File: src/rtl/arbiter_rr.sv
// Two-requester round-robin arbiter with a bounded hold time.
// The current owner keeps the grant until it drops its request or, while the
// other requester waits, until it has held the grant for MAX_HOLD cycles.
module arbiter_rr #(
    parameter int unsigned MAX_HOLD = 4
) (
    input  logic       clk,
    input  logic       rst,
    input  logic [1:0] request,
    output logic [1:0] grant,
    output logic       timeout
);

    localparam int unsigned         CNT_W      = 8;
    localparam logic [CNT_W-1:0]    HOLD_LIMIT = CNT_W'(MAX_HOLD - 1);
    localparam logic [CNT_W-1:0]    CNT_MAX    = '1;

    typedef enum logic [1:0] {
        IDLE = 2'd0,
        G0   = 2'd1,
        G1   = 2'd2
    } state_t;

    state_t           state;
    state_t           state_next;
    logic             last;
    logic             last_next;
    logic [CNT_W-1:0] hold_cnt;
    logic [CNT_W-1:0] hold_next;
    logic [1:0]       grant_next;
    logic             timeout_next;

    // State, pointer, hold counter and output registers.
    always_ff @(posedge clk) begin
        if (rst) begin
            state    <= IDLE;
            last     <= 1'b1;
            hold_cnt <= '0;
            grant    <= 2'b00;
            timeout  <= 1'b0;
        end else begin
            state    <= state_next;
            last     <= last_next;
            hold_cnt <= hold_next;
            grant    <= grant_next;
            timeout  <= timeout_next;
        end
    end

    // Next-state, pointer and hold-count logic; any grant entry clears hold_cnt.
    always_comb begin
        state_next   = state;
        last_next    = last;
        hold_next    = (hold_cnt == CNT_MAX) ? hold_cnt : hold_cnt + CNT_W'(1);
        timeout_next = 1'b0;

        case (state)
            IDLE: begin
                hold_next = '0;
                case (request)
                    2'b01: begin
                        state_next = G0;
                        last_next  = 1'b0;
                    end
                    2'b10: begin
                        state_next = G1;
                        last_next  = 1'b1;
                    end
                    2'b11: begin
                        if (last) begin
                            state_next = G0;
                            last_next  = 1'b0;
                        end else begin
                            state_next = G1;
                            last_next  = 1'b1;
                        end
                    end
                    default: state_next = IDLE;
                endcase
            end

            G0: begin
                if (!request[0]) begin
                    hold_next = '0;
                    if (request[1]) begin
                        state_next = G1;
                        last_next  = 1'b1;
                    end else begin
                        state_next = IDLE;
                    end
                end else if (request[1] && (hold_cnt >= HOLD_LIMIT)) begin
                    state_next   = G1;
                    last_next    = 1'b1;
                    hold_next    = '0;
                    timeout_next = 1'b1;
                end
            end

            G1: begin
                if (!request[1]) begin
                    hold_next = '0;
                    if (request[0]) begin
                        state_next = G0;
                        last_next  = 1'b0;
                    end else begin
                        state_next = IDLE;
                    end
                end else if (request[0] && (hold_cnt >= HOLD_LIMIT)) begin
                    state_next   = G0;
                    last_next    = 1'b0;
                    hold_next    = '0;
                    timeout_next = 1'b1;
                end
            end

            default: begin
                state_next = IDLE;
                hold_next  = '0;
            end
        endcase
    end

    // Grant decode of the next state, registered alongside it.
    always_comb begin
        grant_next = 2'b00;
        case (state_next)
            G0:      grant_next = 2'b01;
            G1:      grant_next = 2'b10;
            default: grant_next = 2'b00;
        endcase
    end

endmodule

File: config.mk
export PLATFORM = sky130hd
export DESIGN_NAME = arbiter_rr
export DESIGN_NICKNAME = d
export VERILOG_FILES = /design/src/rtl/arbiter_rr.sv
export SDC_FILE = /design/constraint.sdc
export NUM_CORES = 1
export LEC_CHECK = 0
export BUFFER_PORTS_ARGS = -buffer_cell sky130_fd_sc_hd__buf_2
export CORE_MARGIN = 2
export CORE_UTILIZATION = 40
export CTS_CLUSTER_DIAMETER = 40
export DETAILED_ROUTE_END_ITERATION = 12
export PLACE_DENSITY = 0.55
export SLEW_MARGIN = 20
export SYNTH_ARGS = -nofsm -noshare
export SYNTH_HDL_FRONTEND = slang
export SYNTH_SLANG_ARGS = --single-unit
File: constraint.sdc
create_clock -name clk -period 2.1 [get_ports clk]
set_input_delay 0.105 -clock clk [delete_from_list [all_inputs] [get_ports clk]]
set_output_delay 0.105 -clock clk [all_outputs]
set_load 0.02 [all_outputs]
* Word level (Yosys, flattened, before mapping) *
Index checks and enable logic that the tools add are counted.

operators by class
  $add $sub $neg = 1
  order comparisons = 1
  equality and inequality tests = 13
  multiplexer cells = 30
  reduce and logical (&&, ||, !) cells = 5

operators with widths
  operator                                             count
  two-way mux 8 bit                                    5
  case mux 8 bit (2 select lines)                      1
  two-way mux 1 bit                                    12
  two-way mux 2 bit                                    6
  != test 3 bit, second input constant                 4
  case mux 2 bit (3 select lines)                      2
  adder 8 x 1 -> 8 bit, second input constant          1
  == test 2 bit, second input constant                 4
  == test 8 bit, second input constant                 1
  >= comparator 8 x 2 -> 1 bit, second input constant  1
  == test 2 x 1 -> 1 bit, second input constant        3
  case mux 1 bit (3 select lines)                      2
  AND reduction 6 bit                                  1
  != test 4 x 1 -> 1 bit, second input constant        1
  case mux 2 bit (2 select lines)                      1
  nonzero test 3 bit                                   1
  logical AND 1 bit                                    2
  zero test 2 bit                                      1
  case mux 1 bit (2 select lines)                      1

storage, ports and cells
  register bits after elaboration = 14
  output and inout port bits = 3
  word-level logic and storage cells = 55

* Logic depth before layout (Yosys ltp) *
  depth in word-level cells = 7
  depth in mapped cells = 7
  gate-level depth less buffers = 7

* Worst setup path before layout *
OpenSTA, ideal clock, no wires.

  kind = reg-to-reg
  from = reg hold_cnt[0]
  to = reg grant[1]
  setup time = 116 ps
  data arrival time = 1502 ps
  data required time = 1984 ps
  slack = 482 ps
  cell stages (with the launch flop) = 7
  buffers on the path = 0
  cells stage by stage = dfxtp_1 > ha_1 > nor3_1 > and3_1 > o22ai_1 > a22o_2 > and3_1

between the ends
  longest elaborated chain between the ends = 7
  elaborated cells between the ends (all ways) = 11
  those cells by class = 1 x order compare; 2 x eq/ne; 6 x mux; 2 x reduce/logical

RTL lines
  element                                                         RTL line  RTL
  start, declared                                                 28        logic [CNT_W-1:0] hold_cnt;
  start signal, assigned                                          44        hold_cnt <= hold_next;
  >= comparator 8 x 2 -> 1 bit (*)                                91, 108
  logical AND 1 bit, on equally long branches                     108, 91
  two-way mux 2 bit, on equally long branches                     108, 91
  two-way mux 2 bit, on equally long branches                     100, 83
  case mux 2 bit (3 select lines) (*)                             57        case (state)
  == test 2 bit / == test 2 x 1 -> 1 bit (equally long branches)  126       case (state_next)
  case mux 2 bit (2 select lines) (*)                             126
  end signal, assigned                                            45        grant <= grant_next;
  end, declared                                                   10        output logic [1:0] grant,

Mark *: on every way between the ends. The rest lies on a longest branch, timed or not.
A chain may end at the register's enable or synchronous reset.

* Final worst setup path *
Ends and elaborated chain as after synthesis.

==> results_dict.tcl <==
set metrics [dict create \
    status "finished, final reports clean" \
    regToRegStartpoint "hold_cnt[0]" \
    met3_usage_pct 3.87 \
    cp-startpoint "hold_cnt[0]" \
    finalCritPeriodShare_pct 85.0 \
    track_usage_pct 15.0 \
    htreeDepth 1 \
    synth_top_area_share_pct 32.7 \
    clockBufferDepth 2 \
    numCtsBuffers 3 \
    final_common_cell "dfxtp_1" \
    tightestPinTransition_ns 0.441 \
    p_leak_uw 0.000376 \
    grt_max_degree 9 \
    antenna_cells 0 \
    p_sw_uw 144 \
    cts_setup_buffers 0 \
    hpwlAfterDp_um 1220 \
    io_buffers 6 \
    ys.flop_type "dfxtp_1" \
    wirelength_um 1590 \
    peakVddDrop_mv 0.397 \
    finalSetupTns_ns 0 \
    die_w_um 50.3 \
    grt_util_met1_pct 20.2 \
    cts_resized 0 \
    cts_tree "yes" \
    insertion_delay_ns 0.28 \
    fillers 195 \
    path_class "reg2reg" \
    max-cap-violations 0 \
    synthTopCellsByArea "dfxtp_1, ha_1, a211oi_2" \
    hp-class "in2reg" \
    rsz0062_at_grt "false" \
    ys_seq_area_share_pct 32.7 \
    crit_arrival_ns 1.96 \
    top_usage_layer "met2" \
    antenna_left 0 \
    p_int_uw 415 \
    ys_ff_latch 14 \
    slew_violations 0 \
    share_comb_of_total_power_pct 14.6 \
    io_pins 7 \
    layout.nets 118 \
    clk_pin_slew_ns 0.09 \
    dr_total_vias 713 \
    final_layout_size_suffix_gt1_share_pct 21.0 \
    die_y_um 50.3 \
    setup_viol 0 \
    placed_area_um2 908 \
    drt_iter0_drc 12 \
    cts_sinks 14 \
    start_kind "flip-flop" \
    powerDensity_nw_per_um2 591 \
    worstHoldStart "rst" \
    syn-num-nets 108 \
    skew_ns 0.000286 \
    path_max_fanout 5 \
    gp_congestion 0.786 \
    avgSynthCellArea_um2 8.91 \
    cts_hold_buffers 0 \
    antenna_found_initial 0 \
    synthesis.area_um2 856 \
    worstPathRequired_ns 2.28 \
    seq_power_share_pct 50.3 \
    met2_usage_pct 22.8 \
    grt.overflow.total 0 \
    die_area_um2 2530 \
    fp-row-count 16 \
    design_area_um2 945 \
    area_growth_pct 10.4 \
    synth_top_area_cell "dfxtp_1" \
    yosysWarningCount 0 \
    async_reset_ff_share_pct 0 \
    start_util_pct 43.2 \
    grt_pass1_vias 671 \
    root_buffer "clkbuf_4" \
    synth_cells 96 \
    end_kind "flip-flop" \
    post-route-drc-count 0 \
    final_cell_mix "dfxtp_1, nor2_1, nand2_1, ha_1" \
    clkPwrFrac_pct 35.1 \
    fmax_mhz 560 \
    period_minus_slack_ns 1.78 \
    wire_per_inst_um 12.1 \
    synth_edf_count 0 \
    synth.distinct_cells 32 \
    drt-pass1-iter-count 4 \
    finalHoldViolations 0 \
    vias_per_cell 5.40 \
    grt_pass1_wl_um 2920 \
    swShare_pct 25.7 \
    core_um2 1980 \
    slew_headroom_pct 70.3 \
]
-- synth_stat cells (2+ instances only) --
cell,count
xnor2_1,2
xor2_1,2
nor3_1,3
dfxtp_1,14
a211oi_2,3
a31oi_1,3
nand2b_1,2
nor2_1,10
and3_1,2
a21oi_1,6
nor2b_1,2
nor4_1,2
o21ai_0,4
nand3_1,4
a21oi_2,2
inv_1,4
nand2_1,8
ha_1,8
mux2i_1,2
-- layout make-up --
class                      instances  area [um2]  area share, %
clock buffer                       4        36.3           3.84
inverter                           4        15.0           1.59
multi-input combinational         77         549           58.1
sequential                        14         280           29.7
tap                               27        33.8           3.58
timing repair buffer               6        30.0           3.18
-- state kept, by name, summed over array words and instances (netlist names) --
register and flops:
grant 2, last 1, state 2, hold_cnt 8, timeout 1
-- stage by stage --
stage	util (%)	hold slack [ns]	power (uW)	instances	setup WS, ns
after floorplan	-	0.177	345	96	0.482
after global placement	45.8	0.360	368	128	0.367
after detailed placement	45.8	0.358	368	128	0.336
after CTS	47.7	0.0477	568	132	0.315
after global routing	47.7	0.0534	594	132	0.181
final	47.7	0.0588	559	132	0.315
-- layer usage --
metal	vias up	part of all wire, %
met5	-	0
met1	322	52
met4	0	0
li1	367	-
met3	0	4.8
met2	24	43
-- worst max-delay path, stage by stage (launching register included) --
cell	delay, ns
dfxtp_1	0.35
ha_1	0.26
nor3_1	0.37
and3_1	0.22
o22ai_1	0.08
a22o_2	0.24
and3_1	0.18
-- power groups by stage --
stage               Clock (uW)  Sequential (uW)  Combinational, uW
global route               221              282               91.6
global placement             0              287               80.9
CTS                        206              281               81.7
finish                     196              281               81.8
detailed placement           0              287               81.0
floorplan                    0              288               56.5
-- final timing paths --
path	end	slack (ns)	cells after the start
worst max-delay path	grant[1]	0.32	6
worst min-delay path	grant[0]	0.06	2
worst max register to register	grant[1]	0.32	6
worst min register to register	hold_cnt[1]	0.55	2
-- kinds of logic after synthesis --
family | Yosys count | synth area share (%)
compound gates | 23 | 20.0
fa+ha+maj | 8 | 11.7
xor+xnor | 4 | 4.09
mux | 2 | 2.34
buf+inv | 5 | 3.07
flops | 14 | 32.7
simple gates | 40 | 26.0
No activity file was read; power rests on OpenSTA's default activity.
